**src/rtl/tank_level_ctrl_pkg.sv**
```systemverilog
// Purpose : shared types and helpers for the tank level controller.
// Latency : n/a (types, constants and a width helper only).
// Backpressure: n/a.
package tank_level_ctrl_pkg;

   // Controller states; the encoding is fixed so that downstream debug
   // tooling can decode the state register directly.
   typedef enum logic [1:0] {
      ST_IDLE    = 2'd0,
      ST_FILLING = 2'd1,
      ST_FAULT   = 2'd2
   } state_t;

   // Reported fault cause, valid while the controller sits in ST_FAULT.
   typedef enum logic [1:0] {
      FC_NONE    = 2'b00,
      FC_INVALID = 2'b01,
      FC_TIMEOUT = 2'b10
   } fault_code_t;

   // Width needed to hold a level 0..n_sensors.
   function automatic int level_w(input int n_sensors);
      return $clog2(n_sensors + 1);
   endfunction

   // Level width for the default three-float tank.
   localparam int DEF_LEVEL_W = level_w(3);

endpackage

```
**src/rtl/tank_level_ctrl_debounce.sv**
```systemverilog
// Purpose : single-bit debouncer for one tank float switch.
// Latency : a raw change first sampled at edge k reaches o_stable at edge k+DEBOUNCE_CYCLES-1.
// Backpressure: none; samples every clock.
// Ports   : i_clk, i_rst_n (sync, active-low), i_raw (float switch), o_stable (debounced bit).
module level_debounce #(
   parameter int DEBOUNCE_CYCLES = 4
) (
   input  logic i_clk,
   input  logic i_rst_n,
   input  logic i_raw,
   output logic o_stable
);

   localparam int CW = (DEBOUNCE_CYCLES < 1) ? 1 : $clog2(DEBOUNCE_CYCLES + 1);

   logic [CW-1:0] r_cnt;
   logic          r_stable;
   logic          w_hit;

   // The edge that would take the count to DEBOUNCE_CYCLES commits the new
   // value instead, so the counter never exceeds DEBOUNCE_CYCLES-1.
   assign w_hit = (r_cnt >= CW'(DEBOUNCE_CYCLES - 1));

   always_ff @(posedge i_clk) begin
      if (!i_rst_n) begin
         r_cnt    <= '0;
         r_stable <= 1'b0;
      end else if (i_raw == r_stable) begin
         r_cnt <= '0;
      end else if (w_hit) begin
         r_stable <= i_raw;
         r_cnt    <= '0;
      end else begin
         r_cnt <= r_cnt + 1'b1;
      end
   end

   assign o_stable = r_stable;

endmodule

```
**src/rtl/tank_level_ctrl.sv**
```systemverilog
// Purpose : debounce tank floats, decode level, run fill valve FSM and irrigation gate.
// Latency : raw change at edge k -> level_code at k+DEBOUNCE_CYCLES -> fill_valve at k+DEBOUNCE_CYCLES+1.
// Backpressure: none; irrigation requests are simply granted or withheld each cycle.
// Ports   : i_clk, i_rst_n (sync, active-low), i_level_raw, i_irr_req, i_fault_clr;
//           o_level_code, o_level_valid, o_fill_valve, o_irr_grant, o_fault, o_fault_code.
module tank_level_ctrl
   import tank_level_ctrl_pkg::*;
#(
   parameter int N_SENSORS       = 3,
   parameter int DEBOUNCE_CYCLES = 4,
   parameter int FILL_ON_LEVEL   = 0,
   parameter int IRR_MIN_LEVEL   = 1,
   parameter int FILL_TIMEOUT    = 16
) (
   input  logic                          i_clk,
   input  logic                          i_rst_n,
   input  logic [N_SENSORS-1:0]          i_level_raw,
   input  logic                          i_irr_req,
   input  logic                          i_fault_clr,
   output logic [level_w(N_SENSORS)-1:0] o_level_code,
   output logic                          o_level_valid,
   output logic                          o_fill_valve,
   output logic                          o_irr_grant,
   output logic                          o_fault,
   output logic [1:0]                    o_fault_code
);

   localparam int LW = level_w(N_SENSORS);
   localparam int TW = $clog2(FILL_TIMEOUT + 1);

   // ---------------------------------------------------------------
   // Per-float debouncers
   // ---------------------------------------------------------------
   logic [N_SENSORS-1:0] w_stable;

   for (genvar g = 0; g < N_SENSORS; g++) begin : g_deb
      level_debounce #(
         .DEBOUNCE_CYCLES (DEBOUNCE_CYCLES)
      ) u_deb (
         .i_clk    (i_clk),
         .i_rst_n  (i_rst_n),
         .i_raw    (i_level_raw[g]),
         .o_stable (w_stable[g])
      );
   end

   // ---------------------------------------------------------------
   // Thermometer decode
   // ---------------------------------------------------------------
   // A float reading wet above a dry one is physically impossible; shifting
   // in a 1 at the bottom lets bit 0 be compared against "ground".
   logic [N_SENSORS:0]   w_ext;
   logic [N_SENSORS-1:0] w_bad;
   logic                 w_valid;
   logic [LW-1:0]        w_pop;

   assign w_ext   = {w_stable, 1'b1};
   assign w_bad   = w_stable & ~w_ext[N_SENSORS-1:0];
   assign w_valid = (w_bad == '0);

   always_comb begin
      w_pop = '0;
      for (int i = 0; i < N_SENSORS; i++) begin
         w_pop = w_pop + LW'(w_stable[i]);
      end
   end

   logic [LW-1:0] r_level_code;
   logic [LW-1:0] r_code_d;      // level_code one edge earlier, for rise detection
   logic          r_level_valid;

   always_ff @(posedge i_clk) begin
      if (!i_rst_n) begin
         r_level_code  <= '0;
         r_code_d      <= '0;
         r_level_valid <= 1'b1;
      end else begin
         r_level_valid <= w_valid;
         r_code_d      <= r_level_code;
         // An illegal pattern keeps the last trusted level on the output.
         if (w_valid) begin
            r_level_code <= w_pop;
         end
      end
   end

   // ---------------------------------------------------------------
   // Fill controller FSM
   // ---------------------------------------------------------------
   state_t      r_state,      w_state_nxt;
   fault_code_t r_fault_code, w_fc_nxt;
   logic [TW-1:0] r_tmo_cnt,  w_tmo_nxt;
   logic          w_level_rise;
   logic          r_irr_grant;

   assign w_level_rise = (r_level_code > r_code_d);

   always_ff @(posedge i_clk) begin
      if (!i_rst_n) begin
         r_state      <= ST_IDLE;
         r_fault_code <= FC_NONE;
         r_tmo_cnt    <= '0;
      end else begin
         r_state      <= w_state_nxt;
         r_fault_code <= w_fc_nxt;
         r_tmo_cnt    <= w_tmo_nxt;
      end
   end

   always_comb begin
      w_state_nxt = r_state;
      w_fc_nxt    = r_fault_code;
      w_tmo_nxt   = r_tmo_cnt;

      if (!r_level_valid) begin
         // Sensor inconsistency wins over everything, including a timeout
         // expiring on the same edge.
         w_state_nxt = ST_FAULT;
         w_fc_nxt    = FC_INVALID;
      end else begin
         case (r_state)
            ST_IDLE: begin
               if (r_level_code <= LW'(FILL_ON_LEVEL)) begin
                  w_state_nxt = ST_FILLING;
                  w_tmo_nxt   = '0;
               end
            end
            ST_FILLING: begin
               if (r_level_code == LW'(N_SENSORS)) begin
                  w_state_nxt = ST_IDLE;
                  w_tmo_nxt   = '0;
               end else if (w_level_rise) begin
                  w_tmo_nxt = '0;
               end else if (r_tmo_cnt >= TW'(FILL_TIMEOUT - 1)) begin
                  // This edge is the FILL_TIMEOUT-th without progress.
                  w_state_nxt = ST_FAULT;
                  w_fc_nxt    = FC_TIMEOUT;
               end else begin
                  w_tmo_nxt = r_tmo_cnt + 1'b1;
               end
            end
            ST_FAULT: begin
               if (i_fault_clr) begin
                  w_state_nxt = ST_IDLE;
                  w_fc_nxt    = FC_NONE;
                  w_tmo_nxt   = '0;
               end
            end
            default: begin
               w_state_nxt = ST_IDLE;
               w_fc_nxt    = FC_NONE;
               w_tmo_nxt   = '0;
            end
         endcase
      end
   end

   // ---------------------------------------------------------------
   // Irrigation gate
   // ---------------------------------------------------------------
   always_ff @(posedge i_clk) begin
      if (!i_rst_n) begin
         r_irr_grant <= 1'b0;
      end else begin
         r_irr_grant <= i_irr_req && (r_state != ST_FAULT) && r_level_valid &&
                        (r_level_code >= LW'(IRR_MIN_LEVEL));
      end
   end

   assign o_level_code  = r_level_code;
   assign o_level_valid = r_level_valid;
   assign o_fill_valve  = (r_state == ST_FILLING);
   assign o_fault       = (r_state == ST_FAULT);
   assign o_fault_code  = r_fault_code;
   assign o_irr_grant   = r_irr_grant;

endmodule

```
**config.mk**
```make
export PLATFORM = sky130hd
export DESIGN_NAME = tank_level_ctrl
export DESIGN_NICKNAME = d
export VERILOG_FILES = /design/src/rtl/tank_level_ctrl_pkg.sv /design/src/rtl/tank_level_ctrl_debounce.sv /design/src/rtl/tank_level_ctrl.sv
export SDC_FILE = /design/constraint.sdc
export NUM_CORES = 1
export LEC_CHECK = 0
export ABC_AREA = 1
export ABC_CLOCK_PERIOD_IN_PS = 3220
export BUFFER_PORTS_ARGS = -buffer_cell sky130_fd_sc_hd__buf_2
export CAP_MARGIN = 20
export CORE_MARGIN = 2
export CORE_UTILIZATION = 60
export CTS_CLUSTER_DIAMETER = 80
export DETAILED_ROUTE_END_ITERATION = 10
export GPL_TIMING_DRIVEN = 0
export MAX_ROUTING_LAYER = met4
export PLACE_DENSITY_LB_ADDON = 0.12
export SLEW_MARGIN = 10
export SYNTH_ARGS = -nofsm -noshare
export SYNTH_HDL_FRONTEND = slang
export SYNTH_SLANG_ARGS = --single-unit
```
**constraint.sdc**
```tcl
create_clock -name i_clk -period 3.22 [get_ports i_clk]
set_clock_uncertainty 0.1 [all_clocks]
set_input_delay 0.161 -clock i_clk [delete_from_list [all_inputs] [get_ports i_clk]]
set_output_delay 0.161 -clock i_clk [all_outputs]
set_load 0.01 [all_outputs]
```
* After elaboration in Yosys (flattened, before gate mapping) *
Index checks and enable logic that the tools add are counted.

word-level totals
  register bits after elaboration = 27
  input port bits = 7
  output and inout port bits = 8
  word-level logic and storage cells = 91

cells by class
  add/sub/neg operators = 6
  order comparisons = 7
  eq/ne operators = 23
  multiplexer cells = 16
  bitwise logic cells = 7
  reductions and logical operators = 17

operator list
  kind                                                                     count
  5-bit two-way mux                                                        5
  5-bit case mux with 3 select lines                                       1
  2-bit two-way mux                                                        7
  2-bit inequality test, second input constant                             6
  3-bit inequality test, second input constant                             4
  2-bit case mux with 3 select lines                                       2
  4-bit AND reduction                                                      3
  5-bit AND reduction                                                      2
  3-bit by 1-bit adder with 3-bit output, second input constant            3
  3-bit by 2-bit >= comparator with 1-bit output, second input constant    3
  3-bit OR reduction                                                       3
  2-bit AND reduction                                                      4
  3-bit by 2-bit inequality test with 1-bit output, second input constant  2
  5-bit by 1-bit adder with 5-bit output, second input constant            1
  5-bit by 4-bit >= comparator with 1-bit output, second input constant    1
  1-bit NOT                                                                5
  2-bit equality test, second input constant                               2
  4-bit by 2-bit inequality test with 1-bit output, second input constant  1
  4-bit by 3-bit inequality test with 1-bit output, second input constant  1
  4-bit inequality test, second input constant                             1
  3-bit AND                                                                1
  1-bit equality test                                                      3
  1-bit logical AND                                                        3
  3-bit zero test                                                          1
  11 further kinds                                                         11

* Longest topological paths before layout *
  depth after elaboration = 6
  depth in mapped cells = 11
  mapped depth without buffers = 11

* Hierarchy *
A second synthesis with hierarchy kept.

unflattened totals
  cell total of the unflattened synthesis = 191
  area total of the unflattened synthesis = 1451.4 µm²

by module, submodules not included
  module           times used  cells an instance  area each (µm²)  sequential area each (µm²)
  tank_level_ctrl  1           122                892.1            300.3
  level_debounce   3           23                 186.4            80.1

* Least setup slack after synthesis *
OpenSTA, ideal clock, no wires.

  kind = reg2reg
  start = register r_level_code[0], in the netlist o_level_code[0]
  end = register r_state[1]
  setup time = 0.115 ns
  arrival = 1.363 ns
  slack = 1.642 ns
  cell stages (with the launch flop) = 9
  path buffers = 0
  cells stage by stage = dfxtp_1 -> inv_1 -> ha_1 -> nand2_1 -> nand2_1 -> nand3_4 -> nand2_1 -> o21ai_0 -> inv_1

on the way
  cells in the longest elaborated chain, start to end = 4
  elaborated cells on any way between the ends = 10
  those cells by class = 2 x order compare; 4 x eq/ne; 3 x mux; 1 x reduce/logical

RTL lines
  element                             line                    RTL
  start: declaration                  tank_level_ctrl.sv:68   logic [LW-1:0] r_level_code;
  start signal: assignment            tank_level_ctrl.sv:82   r_level_code <= w_pop;
  2-bit equality test                 tank_level_ctrl.sv:129  if (r_level_code == LW'(N_SENSORS)) begin
  2-bit two-way mux                   tank_level_ctrl.sv:129
  2-bit case mux with 3 select lines  tank_level_ctrl.sv:121  case (r_state)
  2-bit two-way mux                   tank_level_ctrl.sv:115  if (!r_level_valid) begin
  end signal: assignment              tank_level_ctrl.sv:104  r_state <= w_state_nxt;
  end: declaration                    tank_level_ctrl.sv:90   state_t r_state, w_state_nxt;

Parallel ways exist; a longest one is shown, timed or not.
A chain may end at the register's enable or synchronous reset.

* Final worst setup path *
Ends and elaborated chain as after synthesis.

==> flow_metrics.tcl <==
set metrics [dict create \
    die_h_um 51.4 \
    final-max-slew-violation-count 0 \
    worstPathRequired_ps 3350 \
    fin_cells 220 \
    hp-class "primary input to flip-flop" \
    post_drt_wl_per_cell_um 10.4 \
    synth_async_sr_flop_share_pct 0 \
    cp_cell_sequence "inv_1 > ha_1 > nand2_1 > nand2_1 > nand3_4 > nand2_1 > o21ai_0 > inv_1" \
    crit_buf_inv 2 \
    fill_cells 190 \
    cts_tree "built" \
    yosysMostFrequentCell "inv_1" \
    grt_usage_pct 20.2 \
    place_ws_ps 1520 \
    clkTransAtPathRegs_ps 140 \
    remaining_drc_errors 0 \
    routed_wl_um 2280 \
    cts_root_buffer "clkbuf_4" \
    worst_slew_pin_slew_ps 338 \
    nets 211 \
    synth_common_cells "inv_1 (30), nand2_1 (29), dfxtp_1 (27), nor2_1 (22), nand3_1 (14)" \
    critPathTopFamily "flip-flops" \
    power_density_mw_per_mm2 410 \
    clockBufferDepth 2 \
    drtPass1Iterations 4 \
    grt-ovfl-total 0 \
    die_width_um 51.4 \
    setup_violations 0 \
    syn-num-nets 190 \
    syn_to_final_growth_pct 11.7 \
    period_needed_ps 1700 \
    rsz0062_at_grt "no" \
    fmax_mhz 587 \
    syn-cell-area_mm2 0.00135 \
    critical-path-max-stage-delay_ps 470 \
    synth_enable_flop_cells 0 \
    hpwl_um 1790 \
    p_total_uw 618 \
    start_kind "flip-flop" \
    yosysWarnings 0 \
    post-route-period-util_pct 52.9 \
    design_area_mm2 0.00151 \
    synth-seq-cells 27 \
    port_buffers 13 \
    worstSetupPathType "flip-flop to flip-flop" \
    antenna_found_initial 0 \
    hold_viol 0 \
    whs_ps 9.67 \
    post_cts_buffers 0 \
    place_congestion 0.794 \
    cts_sinks 27 \
    layout-drive-gt1-share_pct 16.7 \
    status "finished clean" \
    synth_top_cell_by_area "dfxtp_1" \
    cpMostUsedCell "nand2_1" \
    tns_ps 0 \
    h-tree-depth 1 \
    critPathMaxFanout 9 \
    fp.coreArea_mm2 0.00217 \
    final_util_pct 69.5 \
    place_area_mm2 0.00145 \
    cap_violations 0 \
    num_rows 17 \
    drt_iter0_markers 9 \
    grt_pass1_vias 1047 \
    avgSynthCellArea_um2 7.85 \
    dominantRegCellSynth "dfxtp_1" \
    critical_path_arrival_ps 1830 \
    clk_latency_ps 310 \
    max-slew-margin-rel_pct 77.5 \
    grt_pass1_wl_um 3940 \
    vias_per_cell 4.90 \
    crit_path_end_kind "flip-flop" \
    io_pins 15 \
    grt_max_degree 16 \
    netlist-cell-type-count 24 \
    leakage_nw 0.749 \
    dieArea_mm2 0.00265 \
    via_count 1078 \
    ir_worst_vdd_uv 255 \
    yosysSeqAreaShare_pct 40.0 \
    synth_top_area_share_pct 40.0 \
    syn_inst 172 \
    antennaDiodeCount 0 \
    fin_ws_ps 1520 \
    start_util_pct 62.2 \
    ant_nets 0 \
    synth_area_leaders "dfxtp_1 (40%), ha_1 (9.3%), inv_1 (8.3%)" \
    cp_slowest_cell "dfxtp_1" \
    dpl.cell_count 213 \
    cts-buffers-inserted 3 \
]
[cell families after synthesis]
kind of cell / count (synthesis) / synth area share [%]
simple gates: 79 / 29.7
buf+inv: 34 / 10.1
compound gates: 18 / 7.51
xor+xnor: 3 / 1.95
fa+ha+maj: 11 / 10.8
flops: 27 / 40.0
[per-layer routing]
layer  GRT usage [%]  vias to the layer above  share of wire, %
li1                -                      576                 -
met4            7.02                        0              0.83
met1            21.6                      485                43
met3            3.80                        2               2.6
met5               -                        -                 0
met2            37.2                       15                54
[final cells by class]
class | count | area, um^2 | share of cell area (%)
Multi-Input combinational cell | 111 | 673 | 44.6
Buffer | 2 | 16.3 | 1.08
Inverter | 32 | 120 | 7.97
Clock inverter | 1 | 5.00 | 0.332
Clock buffer | 3 | 22.5 | 1.49
Timing Repair Buffer | 16 | 95.1 | 6.31
Sequential cell | 27 | 541 | 35.9
Tap cell | 28 | 35.0 | 2.32
[layout by cell type (no fill, tap or decap), drive strengths merged, types with 3 or more instances in the layout]
cell	instances
nand2	33
inv	32
dfxtp	27
nor2	26
nand3	15
buf	15
a21oi	10
ha	10
o21ai	8
xor2	3
clkbuf	3
dlygate4sd3	3
[where the power goes]
group / switching (mW) / internal (mW) / total, mW
logic: 0.0681 / 0.0461 / 0.114
clock network: 0.0928 / 0.0463 / 0.139
registers: 0.0152 / 0.350 / 0.365
[flip-flops by register name, indices dropped and copies added, names as in the netlist]
register / count
r_code_d: 2
g_deb.u_deb.o_stable: 3
o_irr_grant: 1
o_level_valid: 1
o_level_code: 2
r_state: 2
o_fault_code: 2
g_deb.u_deb.r_cnt: 9
r_tmo_cnt: 5
[repair_timing]
action | in CTS | in global routing
gates resized for setup | 0 | 0
hold endpoints to repair | 3 | 0
hold buffers | 3 | 0
[worst reg2reg max path, stage by stage (launching register included)]
cell,delay [ps]
dfxtp_1,470
inv_1,100
ha_1,310
nand2_1,70
nand2_1,140
nand3_4,170
nand2_1,60
o21ai_0,140
inv_1,60
[path summary, 6_finish.rpt]
path	start	to	slack (ps)	cells after the start
worst max-delay path	o_level_code[0]	r_state[1]	1520	8
worst min-delay path	i_level_raw[1]	g_deb[1].u_deb.o_stable	10	3
worst max register to register	o_level_code[0]	r_state[1]	1520	8
worst min register to register	g_deb[0].u_deb.r_cnt[0]	g_deb[0].u_deb.r_cnt[0]	360	1
No activity file was read; power rests on OpenSTA's default activity.
